--- src/rtl/i2s_tx_serializer.sv ---
// i2s_tx_serializer
//   Takes 32-bit {left,right} stereo words from the reverb output through a
//   one-entry holding register. Serializes them onto a Philips-I2S bus
//   (bclk, lrck, sdata) toward the DAC. Both bus clocks come from clk.
//
// Parameters
//   DATA_WIDTH  frame word width (even); each channel is DATA_WIDTH/2 bits
//   CLK_DIV     clk cycles per bclk half-period (>= 2)
//
// Ports
//   clk             system clock, rising edge
//   reset           synchronous, active-high
//   enable          1 = run the bus, 0 = stop at the next frame boundary
//   sample_data     stereo word {left, right}
//   sample_valid    sample_data valid this cycle
//   sample_ready    holding register empty (accept on valid & ready)
//   clear_underrun  pulse, clears the sticky underrun flag
//   bclk            I2S bit clock
//   lrck            I2S word select, 0 = left, 1 = right
//   sdata           I2S serial data, MSB first, one bclk after lrck edge
//   underrun        sticky: a frame started with no new word available
//
// Build option
//   UNDERRUN_MUTE_EN  when defined, an underrun frame is all zeros (mute);
//                     otherwise the last transmitted word is repeated.

module i2s_tx_serializer #(
  parameter int DATA_WIDTH = 32,
  parameter int CLK_DIV    = 4
) (
  input  logic                  clk,
  input  logic                  reset,
  input  logic                  enable,
  input  logic [DATA_WIDTH-1:0] sample_data,
  input  logic                  sample_valid,
  output logic                  sample_ready,
  input  logic                  clear_underrun,
  output logic                  bclk,
  output logic                  lrck,
  output logic                  sdata,
  output logic                  underrun
);

  localparam int DIV_W  = (CLK_DIV > 1) ? $clog2(CLK_DIV) : 1;
  localparam int SLOT_W = (DATA_WIDTH > 1) ? $clog2(DATA_WIDTH) : 1;

  localparam logic [DIV_W-1:0]  DIV_LAST  = DIV_W'(CLK_DIV - 1);
  localparam logic [SLOT_W-1:0] SLOT_LAST = SLOT_W'(DATA_WIDTH - 1);
  localparam logic [SLOT_W-1:0] SLOT_HALF = SLOT_W'(DATA_WIDTH / 2);

  typedef enum logic {
    IDLE = 1'b0,
    RUN  = 1'b1
  } state_t;

  state_t state, state_nxt;

  logic [DIV_W-1:0]      div_cnt;
  // slot_cnt names the slot that begins at the next falling bclk event
  logic [SLOT_W-1:0]     slot_cnt;
  logic [DATA_WIDTH-1:0] hold_reg;
  logic                  hold_full;
  logic [DATA_WIDTH-1:0] shift_reg;
  logic [DATA_WIDTH-1:0] last_word;
  logic [DATA_WIDTH-1:0] load_word;

  logic tick;       // divider terminal count, bclk toggles
  logic fall_evt;   // bclk 1->0 this cycle
  logic frame_evt;  // falling event that begins slot 0
  logic load_evt;   // frame boundary while enabled: start a new frame
  logic stop_evt;   // frame boundary while disabled: back to IDLE
  logic accept;
  logic bypass;
  logic starve;

  assign sample_ready = !hold_full;
  assign accept       = sample_valid && !hold_full;
  // hold empty at the load cycle: a word arriving right now goes straight
  // into the frame instead of through the holding register
  assign bypass       = load_evt && !hold_full && sample_valid;
  assign starve       = load_evt && !hold_full && !sample_valid;

  // ---------------------------------------------------------------------
  // FSM: next state and event decode
  // ---------------------------------------------------------------------
  always_comb begin
    state_nxt = state;
    tick      = 1'b0;
    fall_evt  = 1'b0;
    frame_evt = 1'b0;
    load_evt  = 1'b0;
    stop_evt  = 1'b0;
    case (state)
      IDLE: begin
        if (enable) state_nxt = RUN;
      end
      RUN: begin
        tick      = (div_cnt == DIV_LAST);
        fall_evt  = tick && bclk;
        frame_evt = fall_evt && (slot_cnt == '0);
        load_evt  = frame_evt && enable;
        stop_evt  = frame_evt && !enable;
        if (stop_evt) state_nxt = IDLE;
      end
      default: state_nxt = IDLE;
    endcase
  end

  always_ff @(posedge clk) begin
    if (reset) state <= IDLE;
    else       state <= state_nxt;
  end

  // Word that enters the shift register at a frame load
  always_comb begin
    load_word = last_word;
    if (hold_full)         load_word = hold_reg;
    else if (sample_valid) load_word = sample_data;
    else begin
`ifdef UNDERRUN_MUTE_EN
      load_word = '0;
`else
      load_word = last_word;
`endif
    end
  end

  // ---------------------------------------------------------------------
  // Holding register and sticky underrun
  // ---------------------------------------------------------------------
  always_ff @(posedge clk) begin
    if (reset) begin
      hold_reg  <= '0;
      hold_full <= 1'b0;
      underrun  <= 1'b0;
    end else begin
      // hold_full blocks accept, so a drain and a fill never coincide
      if (load_evt && hold_full) begin
        hold_full <= 1'b0;
      end else if (accept && !bypass) begin
        hold_reg  <= sample_data;
        hold_full <= 1'b1;
      end
      // set wins over a simultaneous clear
      if (starve)              underrun <= 1'b1;
      else if (clear_underrun) underrun <= 1'b0;
    end
  end

  // ---------------------------------------------------------------------
  // Bus timing and serializer
  // ---------------------------------------------------------------------
  always_ff @(posedge clk) begin
    if (reset) begin
      div_cnt   <= '0;
      slot_cnt  <= '0;
      bclk      <= 1'b0;
      lrck      <= 1'b0;
      sdata     <= 1'b0;
      shift_reg <= '0;
      last_word <= '0;
    end else if (state == IDLE || stop_evt) begin
      div_cnt  <= '0;
      slot_cnt <= '0;
      bclk     <= 1'b0;
      lrck     <= 1'b0;
      sdata    <= 1'b0;
    end else if (tick) begin
      div_cnt <= '0;
      bclk    <= !bclk;
      if (fall_evt) begin
        lrck     <= (slot_cnt >= SLOT_HALF);
        slot_cnt <= (slot_cnt == SLOT_LAST) ? '0 : slot_cnt + SLOT_W'(1);
        if (frame_evt) begin
          // one-bit delay: slot 0 still carries the previous word's LSB
          sdata     <= last_word[0];
          shift_reg <= load_word;
          last_word <= load_word;
        end else begin
          sdata     <= shift_reg[DATA_WIDTH-1];
          shift_reg <= {shift_reg[DATA_WIDTH-2:0], 1'b0};
        end
      end
    end else begin
      div_cnt <= div_cnt + DIV_W'(1);
    end
  end

endmodule

--- config.mk ---
export PLATFORM = sky130hd
export DESIGN_NAME = i2s_tx_serializer
export DESIGN_NICKNAME = d
export VERILOG_FILES = /design/src/rtl/i2s_tx_serializer.sv
export SDC_FILE = /design/constraint.sdc
export NUM_CORES = 1
export LEC_CHECK = 0
export CORE_UTILIZATION = 30
export DETAILED_ROUTE_END_ITERATION = 10
export DONT_BUFFER_PORTS = 1
export GPL_TIMING_DRIVEN = 0
export PLACE_DENSITY_LB_ADDON = 0.12
export SKIP_LAST_GASP = 1
export SYNTH_ARGS = -nofsm -noshare
export SYNTH_HDL_FRONTEND = slang
export SYNTH_SLANG_ARGS = --single-unit
--- constraint.sdc ---
create_clock -name clk -period 2.1 [get_ports clk]
set_clock_uncertainty 0.1 [all_clocks]
set_input_delay 0.105 -clock clk [delete_from_list [all_inputs] [get_ports clk]]
set_output_delay 0.105 -clock clk [all_outputs]
set_load 0.01 [all_outputs]
**Word-level counts from Yosys, hierarchy flattened**

Cells that the tools add are included.

- Order comparisons: 1
- Muxes and demuxes: 15
- Eq/ne operators: 2
- Reduce and logical (&&, ||, !) cells: 25
- Bitwise operators: 3
- Add/subtract/negate cells: 2

Operators with widths:

| kind | number |
|---|---|
| $mux 32 | 3 |
| $logic_and 1x1->1 | 10 |
| $mux 1 | 10 |
| $add 5x1->5 const B | 1 |
| $eq 5x5->1 const B | 1 |
| $ge 5x5->1 const B | 1 |
| $logic_not 1->1 | 5 |
| $logic_not 5->1 | 1 |
| $mux 5 | 1 |
| $reduce_and 2->1 | 2 |
| $reduce_and 4->1 | 1 |
| $reduce_or 2->1 | 2 |
| $not 1->1 | 3 |
| $reduce_and 3->1 | 1 |
| $reduce_or 3->1 | 1 |
| $add 2x1->2 const B | 1 |
| $eq 2x2->1 const B | 1 |
| $pmux 1 s2 | 1 |
| $reduce_bool 2->1 | 1 |
| $logic_or 1x1->1 | 1 |

- Logic and storage cells: 59
- Register bits after elaboration: 109
- Bits of input ports: 37
- Output and inout bits: 5

**Logic depth before layout (Yosys ltp)**

- Depth in word-level cells: 10
- Gate-level depth with buffers: 8
- Depth with buffers taken out: 6

**Worst setup path after synthesis**

Ideal clock, no wire load.

- Path type: register -> register
- From: register div_cnt[0]
- To: register shift_reg[20]
- Setup slack: 166 ps
- Library setup time: 156 ps
- Data required time: 1844 ps
- Arrival: 1679 ps
- Stages on the path, launching flop included: 7
- Path through: dfxtp_1 > ha_1 > buf_2 > nand3_1 > a21oi_2 > clkbuf_1 > a311oi_2

- Cells in the longest elaborated chain, start to end: 8

Ends and longest elaborated chain:

| item | RTL line | RTL |
|---|---|---|
| start: declaration | 58 | `logic [DIV_W-1:0] div_cnt;` |
| start signal: assignment | 185 | `div_cnt <= div_cnt + DIV_W'(1);` |
| $eq 2x2->1 * | 98 | `tick = (div_cnt == DIV_LAST);` |
| $logic_and 1x1->1 | 99 | `fall_evt = tick && bclk;` |
| $logic_and 1x1->1 | 100 | `frame_evt = fall_evt && (slot_cnt == '0);` |
| $logic_and 1x1->1 | 102 | `stop_evt = frame_evt && !enable;` |
| $mux 1 | 93 | `case (state)` |
| $logic_or 1x1->1 | 162 | `end else if (state == IDLE \|\| stop_evt) begin` |
| $not 1->1 (no line) | n/a |  |
| $reduce_and 3->1 (no line) | n/a |  |
| end signal: assignment | 177 | `shift_reg <= load_word;` |
| end signal: assignment | 181 | `shift_reg <= {shift_reg[DATA_WIDTH-2:0], 1'b0};` |
| end: declaration | 63 | `logic [DATA_WIDTH-1:0] shift_reg;` |

Mark *: on every way between the ends. The rest lies on a longest branch, timed or not.
A chain may end at the register's enable or synchronous reset.

**Worst setup path in the final report**

- From: register bclk
- To: register shift_reg[25]

- Cells in the longest elaborated chain, start to end: 7

Ends and longest elaborated chain:

| item | RTL line | RTL |
|---|---|---|
| start: declaration | 38 | `output logic bclk,` |
| start signal: assignment | 170 | `bclk <= !bclk;` |
| $logic_and 1x1->1 * | 99 |  |
| $logic_and 1x1->1 | 100 |  |
| $logic_and 1x1->1 | 102 |  |
| $mux 1 | 93 |  |
| $logic_or 1x1->1 | 162 |  |
| $not 1->1 (no line) | n/a |  |
| $reduce_and 3->1 (no line) | n/a |  |

Marks and branches as above.

==> flow_summary.toml <==
[global_routing]
overflow = 0
grt_max_degree = 18
grt_pass1_vias = 4359
antenna_found_initial = 0
grt_first_pass_wirelength_um = 23900
grtUsageTotal = 0.179

[clock_tree]
cts_max_path_buffers = 2
clock_sinks = 109
path_clk_slew_ps = 80
worstSkewPairLatency_ps = 360
numCtsBuffers = 9
cts_tree = "yes"
htreeDepth = 3
clockRootBuffer = "clkbuf_16"

[critical_path]
crit_path_start_kind = "flop"
crit_start = "bclk$_SDFFE_PP0P_"
cp.arrival_ps = 2220
timing.rr.start = "bclk$_SDFFE_PP0P_"
regToRegSetupSlack_ps = 60
critical_path.endpoint = "shift_reg[25]$_SDFFE_PP0P_"
r2r_end = "shift_reg[25]$_SDFFE_PP0P_"
crit_path_end_kind = "flop"
worstPathMaxFanout = 6
cp.required_ps = 2280
path_class = "flop to flop"
r2r_cells = 8

[floorplan]
fp.dieW_um = 131
ios = 42
coreArea_um2 = 16100
die_area_um2 = 17200
num_rows = 46
fp.dieH_um = 131
start_util = 0.312

[place]
dpl.hpwl_um = 9580
post-place-ws_ps = -454
dp_cells = 851
io_buffers = 0
gp_congestion = 0.749

[synth]
syn-instance-count = 635
syn_area_um2 = 5000
ys_ff_latch = 109
seq_area_frac_synth = 0.436
yosysWarnings = 0
synth-edff-count = 0
async_reset_ff_frac = 0
synth-main-ff-cell = "dfxtp_1"
yosys.cell_types.count = 35
syn_area_per_cell_um2 = 7.88
syn_nets = 676

[run]
max-cap-violations = 0

[timing]
fin_ws_ps = 55.4
final-setup-viol-count = 0
hold_violations = 0
max_freq_mhz = 489
fin_hold_ws_ps = 33.7
fin_crit_sh = 0.974
slew_violations = 0
slew_headroom = 0.499
finalCriticalPeriod_ps = 2040
worst_slew_pin_slew_ps = 752
grt_setup_unrepaired = "yes"

[pwr]
vdd_drop_max_mv = 0.398
comb_power_share = 0.075
p_leak_nw = 2.08
cellInternalPower_w = 0.00343
p_switching_w = 0.00105
seqPwrFrac = 0.474
swShare = 0.235
power.density_nw_per_um2 = 718
power_frac_clock = 0.452

[cells_and_area]
layout.nets = 730
mostFrequentLayoutCells = "nand2_1 (228), dfxtp_1 (106), a21oi_1 (73)"
multiInputGateArea_um2 = 2630
drive_gt1_frac = 0.140
final_util = 0.389
area.sequential_um2 = 2190
fillers = 1656
antenna_cells = 0
final_cells = 910
syn2layout_area_growth_pct = 24.9
mostFrequentLayoutCell = "nand2_1"

[run_status]
status = "complete, no violations"

[detailed_routing]
postRouteAntennaNets = 0
drt_iter0_drc = 219
viasPerCell = 4.96
wl_um = 15000
route.vias.total = 4511
drc = 0
wl_per_cell_um = 16.5
dr.pass1.iters = 5

[hold_path]
holdCritPathClass = "primary input to flop"
==> cells by family (layout without fill, tap and decap cells) <==
| logic type | count (synthesis) | count (layout) | share of synthesized area |
|---|---|---|---|
| fa+ha+maj | 4 | 4 | 0.0100 |
| flops | 109 | 109 | 0.436 |
| xor+xnor | 1 | 1 | 0.00175 |
| buf+inv | 54 | 112 | 0.0567 |
| simple gates | 291 | 291 | 0.236 |
| mux | 33 | 33 | 0.0660 |
| compound gates | 143 | 144 | 0.194 |
==> layout make-up <==
cell class	instances	area share
buffer	49	0.0545
clock buffer	11	0.0388
clock inverter	5	0.0170
inverter	3	0.00180
multi-input combinational	473	0.421
sequential	109	0.351
tap	216	0.0432
timing repair buffer	44	0.0735
==> routing by layer <==
metal	vias to the layer above	GRT usage	wire, um
li1	2257	-	-
met1	2167	0.237	7400
met2	76	0.285	6820
met3	11	0.0455	655
met4	0	0.0490	159
met5	-	0	0
==> power groups by stage <==
stage	logic (W)	clock network [W]	registers, W
2_1_floorplan	0.000195	0	0.00217
3_3_place_gp	0.000278	0	0.00217
3_5_place_dp	0.000283	0	0.00217
4_1_cts	0.000341	0.00207	0.00212
5_1_grt	0.000372	0.00215	0.00213
6_report	0.000335	0.00203	0.00213
==> per-stage QoR <==
step | power (W) | area, um^2 | TNS [ps]
global placement | 0.00245 | 5280 | -14400
detailed placement | 0.00245 | 5280 | -18340
floorplan | 0.00236 | 5000 | 0
CTS | 0.00453 | 6070 | -39.4
finish | 0.00449 | 6250 | 0
global route | 0.00465 | 6250 | -32.8
==> worst min-delay path by stage <==
stage	start	endpoint	depth (start not counted)	slack [ps]
floorplan	enable	state$_SDFF_PP0_	2	120
global placement	enable	state$_SDFF_PP0_	2	130
detailed placement	sample_data[18]	hold_reg[18]$_SDFFE_PP0P_	2	150
CTS	sample_data[0]	shift_reg[0]$_SDFFE_PP0P_	4	30
global route	sample_data[23]	last_word[23]$_SDFFE_PP0P_	4	40
finish	sample_data[0]	shift_reg[0]$_SDFFE_PP0P_	4	30
==> cell usage after synthesis, types with 2 or more instances <==
master / count / area (um^2)
nand2b_1: 2 / 12.5
nor3_1: 3 / 15.0
nand3_1: 3 / 15.0
a21oi_1: 73 / 365
nor2_1: 38 / 143
inv_1: 3 / 11.3
ha_1: 4 / 50.1
or3_1: 2 / 12.5
buf_6: 6 / 67.6
dfxtp_1: 109 / 2180
nor2b_1: 2 / 12.5
mux2i_1: 33 / 330
buf_2: 11 / 55.1
nor3_4: 2 / 32.5
buf_4: 6 / 45.0
clkbuf_1: 28 / 105
and3_1: 2 / 12.5
o21ai_0: 33 / 165
nor3b_1: 2 / 15.0
a311oi_1: 14 / 123
nand2_1: 229 / 860
a311oi_2: 17 / 255
==> critical path, stage by stage, from the launching register on <==
cell and delay, ps:
dfxtp_4 410, or3b_4 400, buf_8 150, nor3_4 220, buf_12 150, buf_6 110, clkbuf_16 140, nand2_1 50
a311oi_2 240
==> timing repair <==
action,in CTS,in global routing
endpoints found under the hold margin,34,0
resized for setup,23,42
buffers inserted,3,6
hold buffers,34,0
pin swaps,2,5
setup endpoints to repair,93,94
gates cloned,1,2
Note: power is estimated with default switching activity, not from simulation.
